### src/rtl/ps2_kbd_rx_if.sv
// MMIO-facing keyboard port of the PS/2 receiver: pop strobe in; FIFO status, head byte and error pulse out.
interface ps2_kbd_rx_if;
   logic       kbd_read_enable;
   logic       kbd_ready;
   logic [7:0] kbd_data;
   logic       kbd_overflow;
   logic       frame_err;

   // Handshake: kbd_ready is the valid flag for kbd_data. A one-cycle kbd_read_enable while
   // kbd_ready=1 consumes the head byte at that clock edge; a strobe while kbd_ready=0 is ignored.
   modport master (output kbd_read_enable, input kbd_ready, kbd_data, kbd_overflow, frame_err);
   modport slave  (input kbd_read_enable, output kbd_ready, kbd_data, kbd_overflow, frame_err);
endinterface

### src/rtl/ps2_kbd_rx.sv
// PS/2 keyboard receiver: synchronises and filters the device clock, deserialises odd-parity
// frames and queues good scan-code bytes in a small FIFO drained by the MMIO block.
module ps2_kbd_rx #(
   parameter int DEPTH          = 8,
   parameter int FILTER_LEN     = 4,
   parameter int TIMEOUT_CYCLES = 50000
) (
   input  logic        clk,
   input  logic        rst,
   input  logic        ps2_clk,
   input  logic        ps2_data,
   ps2_kbd_rx_if.slave kbd,
   output logic [1:0]  dbg_state
);
   localparam int AW = $clog2(DEPTH);
   localparam int FW = $clog2(FILTER_LEN + 1);
   localparam int TW = $clog2(TIMEOUT_CYCLES + 1);

   typedef enum logic [1:0] {
      IDLE   = 2'd0,
      DATA   = 2'd1,
      PARITY = 2'd2,
      STOP   = 2'd3
   } state_t;

   logic          clk_s1_q, clk_s2_q, dat_s1_q, dat_s2_q;
   logic          fclk_q, fclk_d, fclk_prev_q;
   logic [FW-1:0] flt_cnt_q, flt_cnt_d;
   state_t        state_q, state_d;
   logic [2:0]    bit_cnt_q, bit_cnt_d;
   logic [7:0]    shreg_q, shreg_d;
   logic          par_q, par_d;
   logic [TW-1:0] tmo_q, tmo_d;
   logic          err_q, err_d;
   logic [AW:0]   wptr_q, wptr_d, rptr_q, rptr_d;
   logic          ovf_q, ovf_d;
   logic [7:0]    mem_q [DEPTH];
   logic          fall, push, empty, full, do_pop, do_push;

   // fclk only follows the synchronised clock once it has disagreed for FILTER_LEN samples in a row
   always_comb begin
      fclk_d    = fclk_q;
      flt_cnt_d = '0;
      if (clk_s2_q != fclk_q) begin
         if (flt_cnt_q == FW'(FILTER_LEN - 1)) fclk_d = clk_s2_q;
         else flt_cnt_d = flt_cnt_q + 1'b1;
      end
   end

   assign fall = fclk_prev_q & ~fclk_q;

   always_comb begin
      state_d   = state_q;
      bit_cnt_d = bit_cnt_q;
      shreg_d   = shreg_q;
      par_d     = par_q;
      tmo_d     = '0;
      err_d     = 1'b0;
      push      = 1'b0;
      if (fall) begin
         case (state_q)
            IDLE: begin
               if (!dat_s2_q) begin
                  state_d   = DATA;
                  bit_cnt_d = '0;
               end
            end
            DATA: begin
               shreg_d   = {dat_s2_q, shreg_q[7:1]};
               bit_cnt_d = bit_cnt_q + 1'b1;
               if (bit_cnt_q == 3'd7) state_d = PARITY;
            end
            PARITY: begin
               par_d   = dat_s2_q;
               state_d = STOP;
            end
            STOP: begin
               state_d = IDLE;
               if (dat_s2_q && (^{shreg_q, par_q})) push = 1'b1;
               else err_d = 1'b1;
            end
            default: state_d = IDLE;
         endcase
      end else if (state_q != IDLE) begin
         // A stalled device must not wedge the receiver mid-frame
         if (tmo_q == TW'(TIMEOUT_CYCLES - 1)) begin
            state_d = IDLE;
            shreg_d = '0;
            err_d   = 1'b1;
         end else begin
            tmo_d = tmo_q + 1'b1;
         end
      end
   end

   assign empty   = (wptr_q == rptr_q);
   assign full    = (wptr_q[AW] != rptr_q[AW]) && (wptr_q[AW-1:0] == rptr_q[AW-1:0]);
   assign do_pop  = kbd.kbd_read_enable & ~empty;
   assign do_push = push & (~full | do_pop);

   always_comb begin
      wptr_d = wptr_q + (do_push ? 1'b1 : 1'b0);
      rptr_d = rptr_q + (do_pop ? 1'b1 : 1'b0);
      ovf_d  = ovf_q;
      if (push && full && !do_pop) ovf_d = 1'b1;
      else if (do_pop) ovf_d = 1'b0;
   end

   always_ff @(posedge clk or negedge rst) begin
      if (!rst) begin
         clk_s1_q    <= 1'b1;
         clk_s2_q    <= 1'b1;
         dat_s1_q    <= 1'b1;
         dat_s2_q    <= 1'b1;
         fclk_q      <= 1'b1;
         fclk_prev_q <= 1'b1;
         flt_cnt_q   <= '0;
         state_q     <= IDLE;
         bit_cnt_q   <= '0;
         shreg_q     <= '0;
         par_q       <= 1'b0;
         tmo_q       <= '0;
         err_q       <= 1'b0;
         wptr_q      <= '0;
         rptr_q      <= '0;
         ovf_q       <= 1'b0;
      end else begin
         clk_s1_q    <= ps2_clk;
         clk_s2_q    <= clk_s1_q;
         dat_s1_q    <= ps2_data;
         dat_s2_q    <= dat_s1_q;
         fclk_q      <= fclk_d;
         fclk_prev_q <= fclk_q;
         flt_cnt_q   <= flt_cnt_d;
         state_q     <= state_d;
         bit_cnt_q   <= bit_cnt_d;
         shreg_q     <= shreg_d;
         par_q       <= par_d;
         tmo_q       <= tmo_d;
         err_q       <= err_d;
         wptr_q      <= wptr_d;
         rptr_q      <= rptr_d;
         ovf_q       <= ovf_d;
      end
   end

   // Storage needs no reset: an entry is only visible between its push and its pop
   always_ff @(posedge clk) begin
      if (do_push) mem_q[wptr_q[AW-1:0]] <= shreg_q;
   end

   assign kbd.kbd_ready    = ~empty;
   assign kbd.kbd_data     = empty ? 8'h00 : mem_q[rptr_q[AW-1:0]];
   assign kbd.kbd_overflow = ovf_q;
   assign kbd.frame_err    = err_q;
   assign dbg_state        = state_q;
endmodule

### src/flat_wrapper.sv
// flat-port wrapper written by rule: the top's interface ports become plain ports
module ps2_kbd_rx_flat 
#(
   parameter int DEPTH          = 8,
   parameter int FILTER_LEN     = 4,
   parameter int TIMEOUT_CYCLES = 50000
)
  (clk, rst, ps2_clk, ps2_data, dbg_state, kbd_kbd_read_enable, kbd_kbd_ready, kbd_kbd_data, kbd_kbd_overflow, kbd_frame_err);
  ps2_kbd_rx_if kbd_i ();
  input  logic clk;
  input  logic rst;
  input  logic ps2_clk;
  input  logic ps2_data;
  output logic [1:0] dbg_state;
  input wire logic [$bits(kbd_i.kbd_read_enable)-1:0] kbd_kbd_read_enable;
  output wire logic [$bits(kbd_i.kbd_ready)-1:0] kbd_kbd_ready;
  output wire logic [$bits(kbd_i.kbd_data)-1:0] kbd_kbd_data;
  output wire logic [$bits(kbd_i.kbd_overflow)-1:0] kbd_kbd_overflow;
  output wire logic [$bits(kbd_i.frame_err)-1:0] kbd_frame_err;
  assign kbd_i.kbd_read_enable = kbd_kbd_read_enable;
  assign kbd_kbd_ready = kbd_i.kbd_ready;
  assign kbd_kbd_data = kbd_i.kbd_data;
  assign kbd_kbd_overflow = kbd_i.kbd_overflow;
  assign kbd_frame_err = kbd_i.frame_err;
  ps2_kbd_rx #(.DEPTH(DEPTH), .FILTER_LEN(FILTER_LEN), .TIMEOUT_CYCLES(TIMEOUT_CYCLES)) u_core (.clk(clk), .rst(rst), .ps2_clk(ps2_clk), .ps2_data(ps2_data), .kbd(kbd_i), .dbg_state(dbg_state));
endmodule
### config.mk
export PLATFORM = sky130hd
export DESIGN_NAME = ps2_kbd_rx_flat
export DESIGN_NICKNAME = d
export VERILOG_FILES = /design/src/rtl/ps2_kbd_rx_if.sv /design/src/rtl/ps2_kbd_rx.sv /design/src/flat_wrapper.sv
export SDC_FILE = /design/constraint.sdc
export NUM_CORES = 1
export LEC_CHECK = 0
export ABC_AREA = 1
export CAP_MARGIN = 20
export CORE_ASPECT_RATIO = 1.25
export CORE_MARGIN = 4
export CORE_UTILIZATION = 55
export DETAILED_ROUTE_END_ITERATION = 6
export GPL_TIMING_DRIVEN = 0
export PLACE_DENSITY = 0.78
export SYNTH_ARGS = -nofsm -noshare
export SYNTH_HDL_FRONTEND = slang
export SYNTH_SLANG_ARGS = --single-unit
### constraint.sdc
create_clock -name clk -period 2 [get_ports clk]
set_clock_uncertainty 0.15 [all_clocks]
set_input_delay 0.3 -clock clk [delete_from_list [all_inputs] [get_ports clk]]
set_output_delay 0.3 -clock clk [all_outputs]
set_load 0.01 [all_outputs]
## Word-level counts from Yosys, hierarchy flattened

Memories as Yosys holds them, arrays and structs flattened.
Index checks and enable logic that the tools add are counted.
W data, S select, Z words.

- Equality and inequality tests: 14
- Bitwise gates (word level): 7
- Reduce and logical (&&, ||, !) cells: 17
- Mux-type cells: 32
- $add $sub $neg: 5

Operator list:

| kind | count |
|---|---|
| $mux W16 | 3 |
| $mux W8 | 5 |
| $add A16 B1 Y16 const B | 1 |
| $eq A16 B16 Y1 const B | 1 |
| $mux W1 | 14 |
| $mux W2 | 5 |
| $reduce_bool A2 Y1 | 5 |
| $mux W3 | 3 |
| $reduce_xor A9 Y1 | 1 |
| $add A4 B4 Y4 | 2 |
| $pmux W2 S4 | 1 |
| $add A3 B1 Y3 const B | 2 |
| $ne A3 B3 Y1 const B | 2 |
| $pmux W3 S2 | 1 |
| $reduce_and A3 Y1 | 2 |
| $eq A2 B2 Y1 const B | 2 |
| $eq A4 B4 Y1 | 1 |
| $logic_and A1 B1 Y1 | 4 |
| $ne A2 B2 Y1 const B | 2 |
| $reduce_and A2 Y1 | 2 |
| $reduce_and A4 Y1 | 1 |
| $and A1 B1 Y1 | 3 |
| $eq A3 B2 Y1 const B | 1 |
| $eq A3 B3 Y1 | 1 |
| 7 further kinds | 10 |

- Memories kept: 1
- Register bits: 49
- Output and inout bits: 13
- Bits in writable memories: 64
- Input port bits: 5

Memory list:

| name | depth | width | read ports | clocked after memory_dff | wr ports | line | source |
|---|---|---|---|---|---|---|---|
| u_core.mem_q | 8 | 8 | 1 | 0 | 1 | ps2_kbd_rx.sv:37 | `logic [7:0] mem_q [DEPTH];` |

## Logic depth before layout (Yosys ltp)

Gate-level depths: netlist of the first run.

- Depth in word-level cells: 8
- Depth in mapped cells: 13
- Gate-level depth less buffers: 13

## Least setup slack after synthesis of the first run

OpenSTA, ideal clock, no wires.

- Path type: register to register
- Start: register u_core.fclk_prev_q
- End: memory u_core.mem_q[4][0], enable pin
- Data required time: 1480 ps
- Buffers on the path: 0
- Arrival time: 1599 ps
- Path slack: -119 ps
- Stages on the path, launching flop included: 7
- Library setup time: 370 ps
- Cells stage by stage: dfstp_2 > inv_1 > nor2_4 > nand2_1 > nor2_1 > nand4_1 > nor2_1

- Word-level cells in the longest chain between the ends: 5

Ends and longest elaborated chain:

| item | line | source |
|---|---|---|
| from (decl) | ps2_kbd_rx.sv:27 | `logic fclk_q, fclk_d, fclk_prev_q;` |
| from (signal assigned) | ps2_kbd_rx.sv:133 | `fclk_prev_q <= fclk_q;` |
| $and A1 B1 Y1 | ps2_kbd_rx.sv:50 | `assign fall = fclk_prev_q & ~fclk_q;` |
| $mux W1 | ps2_kbd_rx.sv:60 | `if (fall) begin` |
| $and A1 B1 Y1 | ps2_kbd_rx.sv:99 | `assign do_push = push & (~full \| do_pop);` |
| $mux W1 | ps2_kbd_rx.sv:149 | `if (do_push) mem_q[wptr_q[AW-1:0]] <= shreg_q;` |
| $mux W1 (implied by the code) | ps2_kbd_rx.sv:149 |  |
| to (decl) | ps2_kbd_rx.sv:37 |  |

Every way passes these cells.

## Final worst setup path of the first run

- Start: register u_core.rptr_q[0]
- End: output port kbd_kbd_data[0]

- Word-level cells in the longest chain between the ends: 2

Ends and longest elaborated chain:

| item | line | source |
|---|---|---|
| from (decl) | ps2_kbd_rx.sv:35 | `logic [AW:0] wptr_q, wptr_d, rptr_q, rptr_d;` |
| from (signal assigned) | ps2_kbd_rx.sv:142 | `rptr_q <= rptr_d;` |
| $mem_v2 Z8 W8 or $eq A4 B4 Y1 (tied branches) | -- |  |
| $mux W8 (*) | ps2_kbd_rx.sv:153 | `assign kbd.kbd_data = empty ? 8'h00 : mem_q[rptr_q[AW-1:0]];` |
| to (decl) | flat_wrapper.sv:17 | `output wire logic [$bits(kbd_i.kbd_data)-1:0] kbd_kbd_data;` |

Every way passes the cells marked *; elsewhere a longest branch is shown, timed or not.

==> results.json, run 1 <==
{
  "clock-root-buffer": "clkbuf_8",
  "slowest_stage": "dfrtp_1",
  "ys_types": 38,
  "fin_crit_sh": 1.28,
  "max_freq_ghz": 0.391,
  "dpl_cell_area_um2": 5380,
  "num_vias": 3869,
  "tightestPinTransition_ps": 558,
  "hold_viol_final": 0,
  "core_area_um2": 8800,
  "die_h_um": 115,
  "power_frac_comb": 0.379,
  "syn_nets": 490,
  "start_util": 0.573,
  "crit_chain": "buf_6 -> buf_6 -> buf_8 -> buf_6 -> o21ai_2 -> o32ai_1 -> o21ai_1 -> nor2_1 -> buf_2",
  "fin_crit_ps": 2560,
  "first_pass_iters": 5,
  "yosysTopAreaCell": "edfxtp_1",
  "antenna_found_initial": 0,
  "relSlewSlack": 0.628,
  "finalHoldWorstSlack_ps": 35.4,
  "worst-r2r-setup-slack_ps": -390,
  "min_from": "ps2_clk",
  "cts.clk_slew.worst_paths_ps": 60,
  "grtUsageTotal": 0.241,
  "violations": "negative setup slack",
  "worstSetupEndpointType": "output port",
  "via_per_inst": 5.71,
  "mostFrequentLayoutCells": "nor2_1 (86), nand2_1 (68), edfxtp_1 (64)",
  "cp.required_ps": 1550,
  "hold_path.class": "primary input to flop",
  "switching_share": 0.360,
  "grt_pass1_vias": 3901,
  "grt_max_degree": 36,
  "syn_avg_cell_area_um2": 10.6,
  "synth_warnings": 0,
  "worst_slack_ps": -558,
  "p_per_area_nw_per_um2": 1330,
  "wl_um": 12400,
  "cts.sinks": 113,
  "final_nets": 562,
  "netlist_instances": 473,
  "grt_overflow": 0,
  "drt-initial-drc-count": 276,
  "n_antenna_cell": 0,
  "grt_pass1_wl_um": 19300,
  "cap_violations": 0,
  "synth_top_area_frac": 0.382,
  "cts_buffer_depth": 2,
  "die-area_um2": 10800,
  "setup_viol": 80,
  "start_kind": "flop",
  "drive_above_1_share": 0.303,
  "hpwl_um": 6720,
  "seq_power_share": 0.313,
  "crit_path_frequent_cell": "buf_6",
  "ioPinCount": 18,
  "p_clk_frac": 0.308,
  "insertion_delay_ps": 520,
  "final_cell_area_um2": 6750,
  "critPathMaxFanout": 6,
  "run_status": "finished, violations left",
  "drcViolationCount": 0,
  "mostFrequentLayoutCell": "nor2_1",
  "ys_ff_latch": 113,
  "ant_nets": 0,
  "synth_seq_area_share": 0.627,
  "synth.area.top_cells": "edfxtp_1 (38%), dfrtp_1 (21%), nor2_1 (7.5%)",
  "leakage_nw": 2.62,
  "finalPower_mw": 8.99,
  "wl_per_cell_um": 18.3,
  "p_int_mw": 5.76,
  "slew_violations": 0,
  "htreeDepth": 4,
  "syn_area_um2": 5040,
  "ir_drop_mv": 0.833,
  "crit_path_max_incr_delay_ps": 400,
  "cts_buffers": 17,
  "r2r_start": "u_core.rptr_q[0]$_DFF_PN0_",
  "rsz0062_at_grt": "true",
  "rows": 38,
  "port_buffers": 17,
  "criticalPathCategory": "flop to output port",
  "gp_congestion": 0.839,
  "finish.utilization": 0.767,
  "die_x_um": 93.6,
  "syn_to_final_growth_pct": 34.0,
  "p_switching_mw": 3.23,
  "cts_tree": "yes",
  "crit_start": "u_core.rptr_q[0]$_DFF_PN0_",
  "arrival_ps": 2110
}
[logic make-up (layout without fill, tap and decap cells)]
| group | count (synthesis) | after routing | share of synthesized area |
|---|---|---|---|
| and+or+nand+nor | 211 | 212 | 0.183 |
| DFF | 113 | 113 | 0.627 |
| AOI/OAI and AO/OA | 72 | 72 | 0.0929 |
| buffers and inverters | 49 | 133 | 0.0395 |
| xor gates and xnor gates | 15 | 15 | 0.0261 |
| adders and majority gates | 12 | 12 | 0.0298 |
| muxes | 1 | 1 | 0.00224 |
[final cells by class]
type,instances,area [um^2]
clock inverter,15,136
tap,120,150
clock buffer,17,414
multi-input combinational,312,2030
inverter,36,150
buffer,12,120
timing repair buffer,53,578
sequential,113,3170
fill,519,2050
[Yosys cell counts]
cell type / number
nor4_1: 1
nor2_1: 100
a31oi_1: 2
o211ai_1: 1
clkbuf_1: 4
o21ai_2: 2
and3_1: 1
buf_4: 1
nor2_2: 2
inv_2: 2
o32ai_1: 16
nor3_1: 4
dfstp_2: 6
nand2_1: 72
o21ai_1: 7
buf_1: 1
nand3_4: 2
a21oi_1: 8
nand4_1: 5
ha_1: 12
mux2_2: 1
edfxtp_1: 64
o21ai_4: 2
nand3_2: 1
or2_2: 1
inv_1: 33
buf_2: 7
xnor2_1: 8
a32o_1: 2
nand3_1: 13
nand2_2: 3
o31ai_1: 1
nor2_4: 5
dfrtp_1: 43
o21ai_0: 31
xor2_1: 7
nor3b_1: 1
inv_4: 1
[state kept, by name (all words and copies together), names as in the netlist]
signal and count:
u_core.flt_cnt_q 3, u_core.shreg_q 8, u_core.fclk_prev_q 1, u_core.kbd.frame_err 1, u_core.rptr_q 4, u_core.dbg_state 2, u_core.kbd.kbd_overflow 1, u_core.bit_cnt_q 3
u_core.clk_s1_q 1, u_core.par_q 1, u_core.dat_s2_q 1, u_core.dat_s1_q 1, u_core.fclk_q 1, u_core.wptr_q 4, u_core.clk_s2_q 1, u_core.tmo_q 16
u_core.mem_q 64
[worst paths after layout]
check	depth (start not counted)	endpoint
max	9	kbd_kbd_data[0]
max in group asynchronous	3	u_core.fclk_prev_q$_DFF_PN1_
max reg2reg	11	u_core.mem_q[2][1]$_DFFE_PP_
min	1	u_core.clk_s1_q$_DFF_PN1_
min reg2reg	0	u_core.dat_s2_q$_DFF_PN1_
min in group asynchronous	2	u_core.bit_cnt_q[2]$_DFFE_PN0P_
[critical path, delay by kind of cell, from the launching register on]
family / cells / cell delay, ps
AND/OR/NAND/NOR: 1 / 70
AO/OA/AOI/OAI: 3 / 420
flip-flops: 1 / 400
buffers and inverters: 5 / 680
[timing repair]
action                                  in CTS  in global routing
setup buffers                               26                  6
pin swaps                                   30                 19
endpoints found under the hold margin       43                  0
hold buffers                                 1                  0
cloned                                       3                  0
endpoints found under the setup margin      77                 82
resized for setup                          139                 37
[metrics by stage]
stage          TNS [ps]  worst slack (ps)  cells
6_report         -24620              -558    678
5_1_grt          -28990              -629    678
4_1_cts          -14690              -466    673
3_5_place_dp     -43820              -705    611
3_3_place_gp     -77060              -850    610
2_1_floorplan     -5760              -119    473
[power groups by stage]
stage	registers (mW)	logic, mW	clock network (mW)
finish	2.82	3.40	2.77
global route	2.83	3.68	2.91
CTS	2.80	3.00	2.77
detailed placement	2.84	2.38	0
global placement	2.83	2.32	0
floorplan	2.81	1.52	0
[routing by layer]
metal / share of wire / up-vias / wire, um / global-route usage
li1: - / 1774 / - / -
met1: 0.35 / 1878 / 4360 / 0.252
met2: 0.55 / 175 / 6850 / 0.460
met3: 0.053 / 42 / 656 / 0.0524
met4: 0.043 / 0 / 532 / 0.104
met5: 0 / - / 0 / 0
Note: power is estimated with default switching activity, not from simulation.
==> run 2: changes to the inputs <==
--- a/config.mk
+++ b/config.mk
@@ -12,7 +12,7 @@
 export CORE_UTILIZATION = 55
 export DETAILED_ROUTE_END_ITERATION = 6
 export GPL_TIMING_DRIVEN = 0
-export PLACE_DENSITY = 0.78
+export PLACE_DENSITY = 0.76
 export SYNTH_ARGS = -nofsm -noshare
 export SYNTH_HDL_FRONTEND = slang
 export SYNTH_SLANG_ARGS = --single-unit
==> run 2 against run 1 <==
Compared with the run above: the run still ends with negative setup slack left; sequential power about the same; maximum frequency up 4.4%; sequential share of layout area down 0.78 points; critical path type unchanged; critical endpoint is now kbd_kbd_data[7]; largest cell class unchanged.
==> results.json, run 2 (synthesized netlist as in run 1, its figures left out) <==
{
  "cts_tree": "yes",
  "grt_max_degree": 36,
  "switching_share": 0.348,
  "fin_crit_sh": 1.22,
  "grt_pass1_vias": 3864,
  "cts.clk_slew.worst_paths_ps": 60,
  "die_x_um": 93.6,
  "port_buffers": 17,
  "grt_pass1_wl_um": 19100,
  "tightestPinTransition_ps": 562,
  "arrival_ps": 2000,
  "antenna_found_initial": 0,
  "violations": "negative setup slack",
  "seq_power_share": 0.301,
  "finish.utilization": 0.781,
  "die_h_um": 115,
  "drt-initial-drc-count": 254,
  "ioPinCount": 18,
  "crit_chain": "buf_8 -> xor2_2 -> nor2_2 -> buf_4 -> nand3_4 -> o21ai_2 -> nor2_2 -> buf_2",
  "largest_reg_flops": 64,
  "mostFrequentLayoutCell": "nor2_1",
  "grtUsageTotal": 0.241,
  "num_vias": 3821,
  "fin_crit_ps": 2450,
  "rsz0062_at_grt": "true",
  "crit_path_max_incr_delay_ps": 390,
  "cts.sinks": 113,
  "run_status": "finished, violations left",
  "wl_per_cell_um": 18.4,
  "leakage_nw": 2.64,
  "syn_to_final_growth_pct": 36.4,
  "setup_viol": 76,
  "via_per_inst": 5.64,
  "wl_um": 12500,
  "hold_viol_final": 0,
  "criticalPathCategory": "flop to output port",
  "hpwl_um": 6910,
  "finalPower_mw": 9.31,
  "cts_buffer_depth": 2,
  "worstSetupEndpointType": "output port",
  "tns_ps": -13000,
  "worst-r2r-setup-slack_ps": -240,
  "p_switching_mw": 3.24,
  "mostFrequentLayoutCells": "nor2_1 (75), nand2_1 (68), edfxtp_1 (64)",
  "p_clk_frac": 0.312,
  "p_int_mw": 6.06,
  "start_util": 0.573,
  "gp_congestion": 0.838,
  "n_antenna_cell": 0,
  "max_freq_ghz": 0.408,
  "slowest_stage": "dfrtp_1",
  "cap_violations": 0,
  "pre_cts_slack_ps": -656,
  "worst_slack_ps": -450,
  "critPathMaxFanout": 6,
  "crit_buf_inv": 3,
  "relSlewSlack": 0.625,
  "die-area_um2": 10800,
  "crit_family": "buffers and inverters",
  "slew_violations": 0,
  "drive_above_1_share": 0.339,
  "p_per_area_nw_per_um2": 1350,
  "rows": 38,
  "final_nets": 562,
  "htreeDepth": 4,
  "ant_nets": 0,
  "crit_path_frequent_cell": "nor2_2",
  "power_frac_comb": 0.387,
  "grt_overflow": 0,
  "cp.required_ps": 1550,
  "core_area_um2": 8800,
  "drcViolationCount": 0,
  "hold_path.class": "primary input to flop",
  "ir_drop_mv": 0.966,
  "start_kind": "flop",
  "clock-root-buffer": "clkbuf_8",
  "cts_buffers": 17,
  "insertion_delay_ps": 510,
  "first_pass_iters": 5
}
## run 2: area by class of cell
type                       count  area (um^2)
fill                         503         1930
timing repair buffer          52          529
clock buffer                  21          429
tap                          120          150
multi-input combinational    312         2150
sequential                   113         3170
buffer                        13          149
inverter                      36          150
clock inverter                11          139
## run 2: metal layers
metal  global-route usage  part of all wire
met1                0.263              0.35
met2                0.436              0.55
met3               0.0582             0.059
met4                0.121             0.044
met5                    0                 0
## run 2: repair_timing
action,4_1_cts,5_1_grt
hold buffers,1,0
endpoints found under the hold margin,43,0
endpoints found under the setup margin,77,81
cloned,3,0
pin swaps,22,20
setup buffers,19,15
resized for setup,150,45
## run 2: worst register-to-register path, delay by kind of cell (launching register included)
family                   cells  cell delay (ps)
XOR/XNOR                     2              310
flip-flops                   1              390
adder cells (fa/ha/maj)      2              350
buffers and inverters        3              360
AND/OR/NAND/NOR              5              550
## run 2: power by group through the flow
stage	Combinational (mW)	Sequential [mW]	Clock, mW
2_1_floorplan	1.52	2.81	0
3_3_place_gp	2.33	2.82	0
3_5_place_dp	2.40	2.84	0
4_1_cts	3.19	2.80	2.92
5_1_grt	3.88	2.82	3.05
6_report	3.60	2.80	2.90
## run 2: worst paths after layout
| kind | from | depth (start not counted) | to |
|---|---|---|---|
| hold reg to reg | u_core.dat_s1_q$_DFF_PN1_ | 0 | u_core.dat_s2_q$_DFF_PN1_ |
| setup reg to reg | u_core.rptr_q[0]$_DFF_PN0_ | 12 | u_core.wptr_q[2]$_DFF_PN0_ |
| max in group asynchronous | rst | 3 | u_core.fclk_prev_q$_DFF_PN1_ |
| min in group asynchronous | rst | 2 | u_core.bit_cnt_q[2]$_DFFE_PN0P_ |
| hold / removal | ps2_data | 1 | u_core.dat_s1_q$_DFF_PN1_ |
| setup / recovery | u_core.rptr_q[0]$_DFF_PN0_ | 8 | kbd_kbd_data[7] |
## run 2: through the flow
stage	hold WS, ps	area [um^2]	cells
floorplan	-146	5040	473
global placement	195	5360	610
detailed placement	85.7	5380	611
CTS	1.52	6600	666
global route	37.9	6870	678
finish	39.1	6870	678
==> run 3: changes to the inputs <==
--- a/config.mk
+++ b/config.mk
@@ -10,6 +10,7 @@
 export CORE_ASPECT_RATIO = 1.25
 export CORE_MARGIN = 4
 export CORE_UTILIZATION = 55
+export CTS_CLUSTER_SIZE = 28
 export DETAILED_ROUTE_END_ITERATION = 6
 export GPL_TIMING_DRIVEN = 0
 export PLACE_DENSITY = 0.76
==> results of run 3 <==
The final DEF is identical to that of run 2; final timing and power are the same.
